<file path="config.mk">
export PLATFORM = sky130hd
export DESIGN_NAME = avalon_st_pkt_src
export DESIGN_NICKNAME = d
export VERILOG_FILES = /design/src/rtl/avalon_st_pkg.sv /design/src/rtl/avalon_st_pkt_buf.sv /design/src/rtl/avalon_st_pkt_src.sv
export SDC_FILE = /design/constraint.sdc
export NUM_CORES = 1
export LEC_CHECK = 0
export BUFFER_PORTS_ARGS = -buffer_cell sky130_fd_sc_hd__buf_2
export CAP_MARGIN = 20
export CORE_ASPECT_RATIO = 0.8
export CORE_UTILIZATION = 30
export DETAILED_ROUTE_END_ITERATION = 8
export GPL_ROUTABILITY_DRIVEN = 1
export SETUP_SLACK_MARGIN = 0.15
export SLEW_MARGIN = 20
export SYNTH_ARGS = -nofsm -noshare
export SYNTH_HDL_FRONTEND = slang
export SYNTH_SLANG_ARGS = --single-unit
</file>
<file path="constraint.sdc">
create_clock -name clk_i -period 2.91 [get_ports clk_i]
set_input_delay 0.582 -clock clk_i [delete_from_list [all_inputs] [get_ports clk_i]]
set_output_delay 0.582 -clock clk_i [all_outputs]
set_load 0.02 [all_outputs]
</file>
<file path="src/rtl/avalon_st_pkg.sv">
// avalon_st_pkg
//   Types and sizing helpers shared by the Avalon-ST packet source and the
//   receive-side packet blocks.
//   pkt_state_e : packet FSM states (GAP_S only reachable when the top is
//                 built with AVST_PKT_SRC_GAP_EN)
//   addr_w(n)   : bits needed to address an n-deep packet buffer
//   len_w(n)    : bits needed to hold a length in 0..n
package avalon_st_pkg;

    typedef enum logic [1:0] {
        IDLE_S = 2'd0,
        LOAD_S = 2'd1,
        SEND_S = 2'd2,
        GAP_S  = 2'd3
    } pkt_state_e;

    function automatic int addr_w(input int n);
        return (n > 1) ? $clog2(n) : 1;
    endfunction

    function automatic int len_w(input int n);
        return $clog2(n + 1);
    endfunction

endpackage

</file>
<file path="src/rtl/avalon_st_pkt_buf.sv">
// avalon_st_pkt_buf
//   Packet word store: one synchronous write port, one combinational read
//   port. Contents are deliberately not reset.
//   clk_i     : clock
//   wr_en_i   : write strobe
//   wr_addr_i : write address
//   wr_data_i : write data
//   rd_addr_i : read address
//   rd_data_o : data at rd_addr_i (same cycle)
module avalon_st_pkt_buf
    import avalon_st_pkg::*;
#(
    parameter int DWIDTH      = 10,
    parameter int MAX_PKT_LEN = 16,
    parameter int AW          = addr_w(MAX_PKT_LEN)
) (
    input  logic              clk_i,
    input  logic              wr_en_i,
    input  logic [AW-1:0]     wr_addr_i,
    input  logic [DWIDTH-1:0] wr_data_i,
    input  logic [AW-1:0]     rd_addr_i,
    output logic [DWIDTH-1:0] rd_data_o
);

    logic [DWIDTH-1:0] mem_q [MAX_PKT_LEN];

    always_ff @(posedge clk_i) begin
        if (wr_en_i) begin
            mem_q[wr_addr_i] <= wr_data_i;
        end
    end

    assign rd_data_o = mem_q[rd_addr_i];

endmodule

</file>
<file path="src/rtl/avalon_st_pkt_src.sv">
// avalon_st_pkt_src
//   Buffers one packet written word-by-word, then streams it out as
//   Avalon-ST (readyLatency 0). A packet reaching MAX_PKT_LEN words without
//   a last marker is cut there and flagged on pkt_trunc_o.
//   Build option: define AVST_PKT_SRC_GAP_EN to insert one idle cycle
//   (GAP_S) after every packet before the next write is accepted.
//   clk_i, srst_i            : clock, async active-high reset
//   wr_data_i/valid_i/last_i : word write port
//   wr_ready_o               : write port can accept a word
//   src_*                    : Avalon-ST source (data, sop, eop, valid, ready)
//   pkt_trunc_o              : one-cycle pulse when a packet was truncated
module avalon_st_pkt_src
    import avalon_st_pkg::*;
#(
    parameter int DWIDTH      = 10,
    parameter int MAX_PKT_LEN = 16
) (
    input  logic              clk_i,
    input  logic              srst_i,
    input  logic [DWIDTH-1:0] wr_data_i,
    input  logic              wr_valid_i,
    input  logic              wr_last_i,
    output logic              wr_ready_o,
    output logic [DWIDTH-1:0] src_data_o,
    output logic              src_startofpacket_o,
    output logic              src_endofpacket_o,
    output logic              src_valid_o,
    input  logic              src_ready_i,
    output logic              pkt_trunc_o
);

    localparam int AW = addr_w(MAX_PKT_LEN);
    localparam int LW = len_w(MAX_PKT_LEN);

    pkt_state_e        state_q, state_d;
    logic [AW-1:0]     wr_cnt_q, wr_cnt_d;
    logic [AW-1:0]     rd_ptr_q, rd_ptr_d;
    logic [LW-1:0]     len_q, len_d;
    logic              trunc_q, trunc_d;
    logic              wr_fire;
    logic              at_end;
    logic              is_eop;
    logic [DWIDTH-1:0] rd_data;

    avalon_st_pkt_buf #(
        .DWIDTH     (DWIDTH),
        .MAX_PKT_LEN(MAX_PKT_LEN),
        .AW         (AW)
    ) u_buf (
        .clk_i    (clk_i),
        .wr_en_i  (wr_fire),
        .wr_addr_i(wr_cnt_q),
        .wr_data_i(wr_data_i),
        .rd_addr_i(rd_ptr_q),
        .rd_data_o(rd_data)
    );

    // Ready is gated by reset directly so it reads 0 while reset is held.
    assign wr_ready_o = !srst_i && (state_q == IDLE_S || state_q == LOAD_S);
    assign wr_fire    = wr_valid_i && wr_ready_o;
    assign at_end     = (wr_cnt_q == AW'(MAX_PKT_LEN - 1));
    assign is_eop     = (LW'(rd_ptr_q) == len_q - LW'(1));
    assign pkt_trunc_o = trunc_q;

    always_comb begin
        state_d             = state_q;
        wr_cnt_d            = wr_cnt_q;
        rd_ptr_d            = rd_ptr_q;
        len_d               = len_q;
        trunc_d             = 1'b0;
        src_valid_o         = 1'b0;
        src_data_o          = '0;
        src_startofpacket_o = 1'b0;
        src_endofpacket_o   = 1'b0;

        unique case (state_q)
            IDLE_S, LOAD_S: begin
                if (wr_fire) begin
                    // Word at the last buffer slot closes the packet even
                    // without a last marker; wr_cnt is held so it never wraps.
                    if (wr_last_i || at_end) begin
                        state_d = SEND_S;
                        len_d   = LW'(wr_cnt_q) + LW'(1);
                        trunc_d = !wr_last_i;
                    end else begin
                        state_d  = LOAD_S;
                        wr_cnt_d = wr_cnt_q + AW'(1);
                    end
                end
            end
            SEND_S: begin
                src_valid_o         = 1'b1;
                src_data_o          = rd_data;
                src_startofpacket_o = (rd_ptr_q == '0);
                src_endofpacket_o   = is_eop;
                if (src_ready_i) begin
                    if (is_eop) begin
                        rd_ptr_d = '0;
                        wr_cnt_d = '0;
`ifdef AVST_PKT_SRC_GAP_EN
                        state_d  = GAP_S;
`else
                        state_d  = IDLE_S;
`endif
                    end else begin
                        rd_ptr_d = rd_ptr_q + AW'(1);
                    end
                end
            end
            GAP_S: begin
                state_d = IDLE_S;
            end
            default: state_d = IDLE_S;
        endcase
    end

    always_ff @(posedge clk_i or posedge srst_i) begin
        if (srst_i) begin
            state_q  <= IDLE_S;
            wr_cnt_q <= '0;
            rd_ptr_q <= '0;
            len_q    <= '0;
            trunc_q  <= 1'b0;
        end else begin
            state_q  <= state_d;
            wr_cnt_q <= wr_cnt_d;
            rd_ptr_q <= rd_ptr_d;
            len_q    <= len_d;
            trunc_q  <= trunc_d;
        end
    end

endmodule

</file>
==> impl_metrics.csv <==
group,metric,value,unit
status,status,"finished, final reports clean",
placement,portBuffers,29,
logic_synthesis,synth.largest_area_cell,"edfxtp_1",
timing,skew,0.00980,ns
clock_network,clock_latency,0.43,ns
logic_synthesis,synth_cells,420,
power_and_ir_drop,p_leak,2.91,nW
cells_and_area,drive_gt1_share,31.3,%
clock_network,cts_root_buf,"clkbuf_16",
die,num_rows,50,
cells_and_area,diodes,0,
logic_synthesis,synthFlopType,"edfxtp_1",
clock_network,cts_sinks,176,
detailed_routing,drtIter0Drc,294,
worst_setup_path,cp-end-kind,"output port",
global_routing,grt_pass1_wl,24200,microns
global_routing,grt_max_degree,43,
timing,slew-limit-headroom,56.3,%
global_routing,grt.total_usage,13.6,%
cells_and_area,area_delta_synth_final,19.6,%
timing,max_freq,361,MHz
global_routing,grt_overflow,0,
clock_network,cts_tree,"built",
die,ios,30,
die,die_area,24700,sq um
logic_synthesis,ys_ff_latch,176,
cells_and_area,seq_area,5210,sq um
logic_synthesis,ys_async_sr_fraction,9.09,%
timing,period_minus_slack,2.77,ns
timing,final-hold-violation-count,0,
run,maxCapViolCount,0,
logic_synthesis,synth_cell_types,41,
worst_setup_path,crit_required,2.33,ns
placement,hpwl,9990,microns
logic_synthesis,ys_seq_area_share,72.0,%
logic_synthesis,synth-edff-count,160,
worst_setup_path,worstPathMaxFanout,25,
die,die_x,176,microns
die,core,23500,sq um
timing,timing.final.crit_share,95.1,%
cells_and_area,fill_cells,2195,
logic_synthesis,synth_nets,442,
logic_synthesis,yosysTopAreaCellShare,66.5,%
timing,setup_viol,0,
clock_network,cts_buffers,17,
placement,finalWeightedCongestion,0.804,
clock_network,clk_path_buf_depth,2,
timing,grt_setup_unrepaired,"yes",
hold_path,hold_path.class,"in2async",
cells_and_area,final_area,8640,sq um
global_routing,antenna_found_initial,0,
logic_synthesis,avgSynthCellArea,17.2,sq um
timing,setup_tns,0,ns
cells_and_area,final_net_count,504,
die,die_h,141,microns
global_routing,first_global_vias,4049,
worst_setup_path,cp-start-kind,"flop",
detailed_routing,via_count,3878,
die,floorplan.initialDensity,30.7,%
power_and_ir_drop,powerDensity,899,nW/um^2
worst_setup_path,cp.arrival,2.18,ns
logic_synthesis,yosys-top-cells-area,"edfxtp_1 (66%), mux4_2 (8.7%), dfrtp_1 (5.5%)",
timing,report.final.slew_viol_count,0,
power_and_ir_drop,ir_drop,431,uV
worst_setup_path,criticalPathCategory,"reg2out",
logic_synthesis,synth.cell_area,7230,sq um
timing,worst_slew_pin_slew,0.655,ns
clock_network,htreeDepth,4,
cells_and_area,multi_input_area,1960,sq um
clock_network,clk_pin_slew,0.07,ns
logic_synthesis,yosys_warnings,0,
placement,placed_area,7940,sq um
detailed_routing,drc,0,
detailed_routing,avgViaCountPerCell,4.81,
detailed_routing,routed_wl,16000,microns
detailed_routing,avgRoutedWirePerCell,19.9,microns
detailed_routing,dr.pass1.iters,4,
detailed_routing,ant_nets,0,
-- sequential cells by signal, summed over array words and instances, names as in the netlist --
name         flops
pkt_trunc_o      1
wr_cnt_q         4
state_q          2
u_buf.mem_q    160
len_q            5
rd_ptr_q         4
-- per-layer routing --
metal | track usage (%) | routed length [microns] | part of all wire, % | vias up
met5 | 0 | 0 | 0 | -
met3 | 3.34 | 833 | 5.2 | 11
met4 | 4.26 | 132 | 0.82 | 0
met2 | 20.7 | 7540 | 47 | 99
met1 | 19.1 | 7540 | 47 | 1996
li1 | - | - | - | 1772
-- cell type report --
cell class	count	share of cell area (%)
clock inverter	15	1.58
multi-input combinational	214	22.7
tap	312	4.52
sequential	176	60.3
timing repair buffer	66	5.70
inverter	7	0.304
clock buffer	17	4.92
-- timing repair --
| action | 4_1_cts | 5_1_grt |
|---|---|---|
| pin swaps | 4 | 4 |
| gates resized for setup | 18 | 14 |
| buffers inserted | 4 | 2 |
| endpoints found under the setup margin | 11 | 12 |
| hold buffers | 0 | 0 |
-- synthesized netlist by cell type, drive strengths merged, types with 2 or more instances --
cell type  instances
edfxtp           160
mux4              28
nand2             24
nor2              24
mux2i             22
dfrtp             16
o21ai             15
clkbuf            14
nor2b             11
mux2              10
o22ai             10
buf                9
a211oi             7
a21oi              7
ha                 7
inv                7
nor3               7
xnor2              7
a22oi              4
nand2b             4
nand3              4
a21o               3
a32oi              2
and2               2
nor4               2
-- power by group --
group / internal (W) / switching (W) / leakage, nW
Sequential: 0.00293 / 0.000200 / 1.63
Clock: 0.00113 / 0.00104 / 0.271
Combinational: 0.00117 / 0.00130 / 1.01
Total: 0.00524 / 0.00254 / 2.91
-- placed cells by master (no fill, tap or decap), types with 8 or more instances in the layout --
cell / count
dfrtp_1: 14
o21ai_0: 10
buf_2: 22
buf_4: 37
clkbuf_16: 17
mux2i_1: 18
inv_6: 8
mux2_2: 10
nand2_1: 23
mux4_2: 28
edfxtp_1: 160
o22ai_1: 8
nor2b_1: 10
nor2_1: 24
-- critical path: stages (launching register included) --
cell and delay, ns:
dfrtp_4 0.55, buf_12 0.20, mux2_2 0.23, nand2_1 0.07
a22oi_1 0.18, o21ai_0 0.12, o22ai_1 0.22, buf_4 0.18
-- stage by stage --
stage	utilization [%]	setup WS, ns	instances	power, W	hold WS, ns
finish	36.7	0.144	807	0.00777	0.172
global route	36.7	0.0401	807	0.00814	0.195
CTS	36.5	0.125	805	0.00774	0.169
detailed placement	33.8	0.383	769	0.00545	0.469
global placement	33.8	0.409	769	0.00539	0.465
floorplan	-	0.413	420	0.00476	0.450
-- cells by family (layout without fill, tap and decap cells) --
logic type / Yosys count / count (layout) / share of synthesized area (%)
simple gates: 83 / 83 / 5.38
mux: 60 / 60 / 13.3
flops: 176 / 176 / 72.0
buf+inv: 30 / 105 / 1.78
fa+ha+maj: 7 / 7 / 1.21
compound gates: 56 / 56 / 5.31
xor+xnor: 8 / 8 / 0.969
-- final timing paths --
path	start	to	slack [ns]	depth (start not counted)
setup / recovery	rd_ptr_q[0]	src_data_o[6]	0.14	7
hold / removal	srst_i	pkt_trunc_o	0.17	3
setup reg to reg	len_q[0]	wr_cnt_q[3]	0.85	8
hold reg to reg	state_q[0]	state_q[0]	0.51	1
max in group asynchronous	srst_i	rd_ptr_q[0]	2.53	3
min in group clk_i	wr_last_i	pkt_trunc_o	0.43	2
Power figures use the tool's default switching activity.
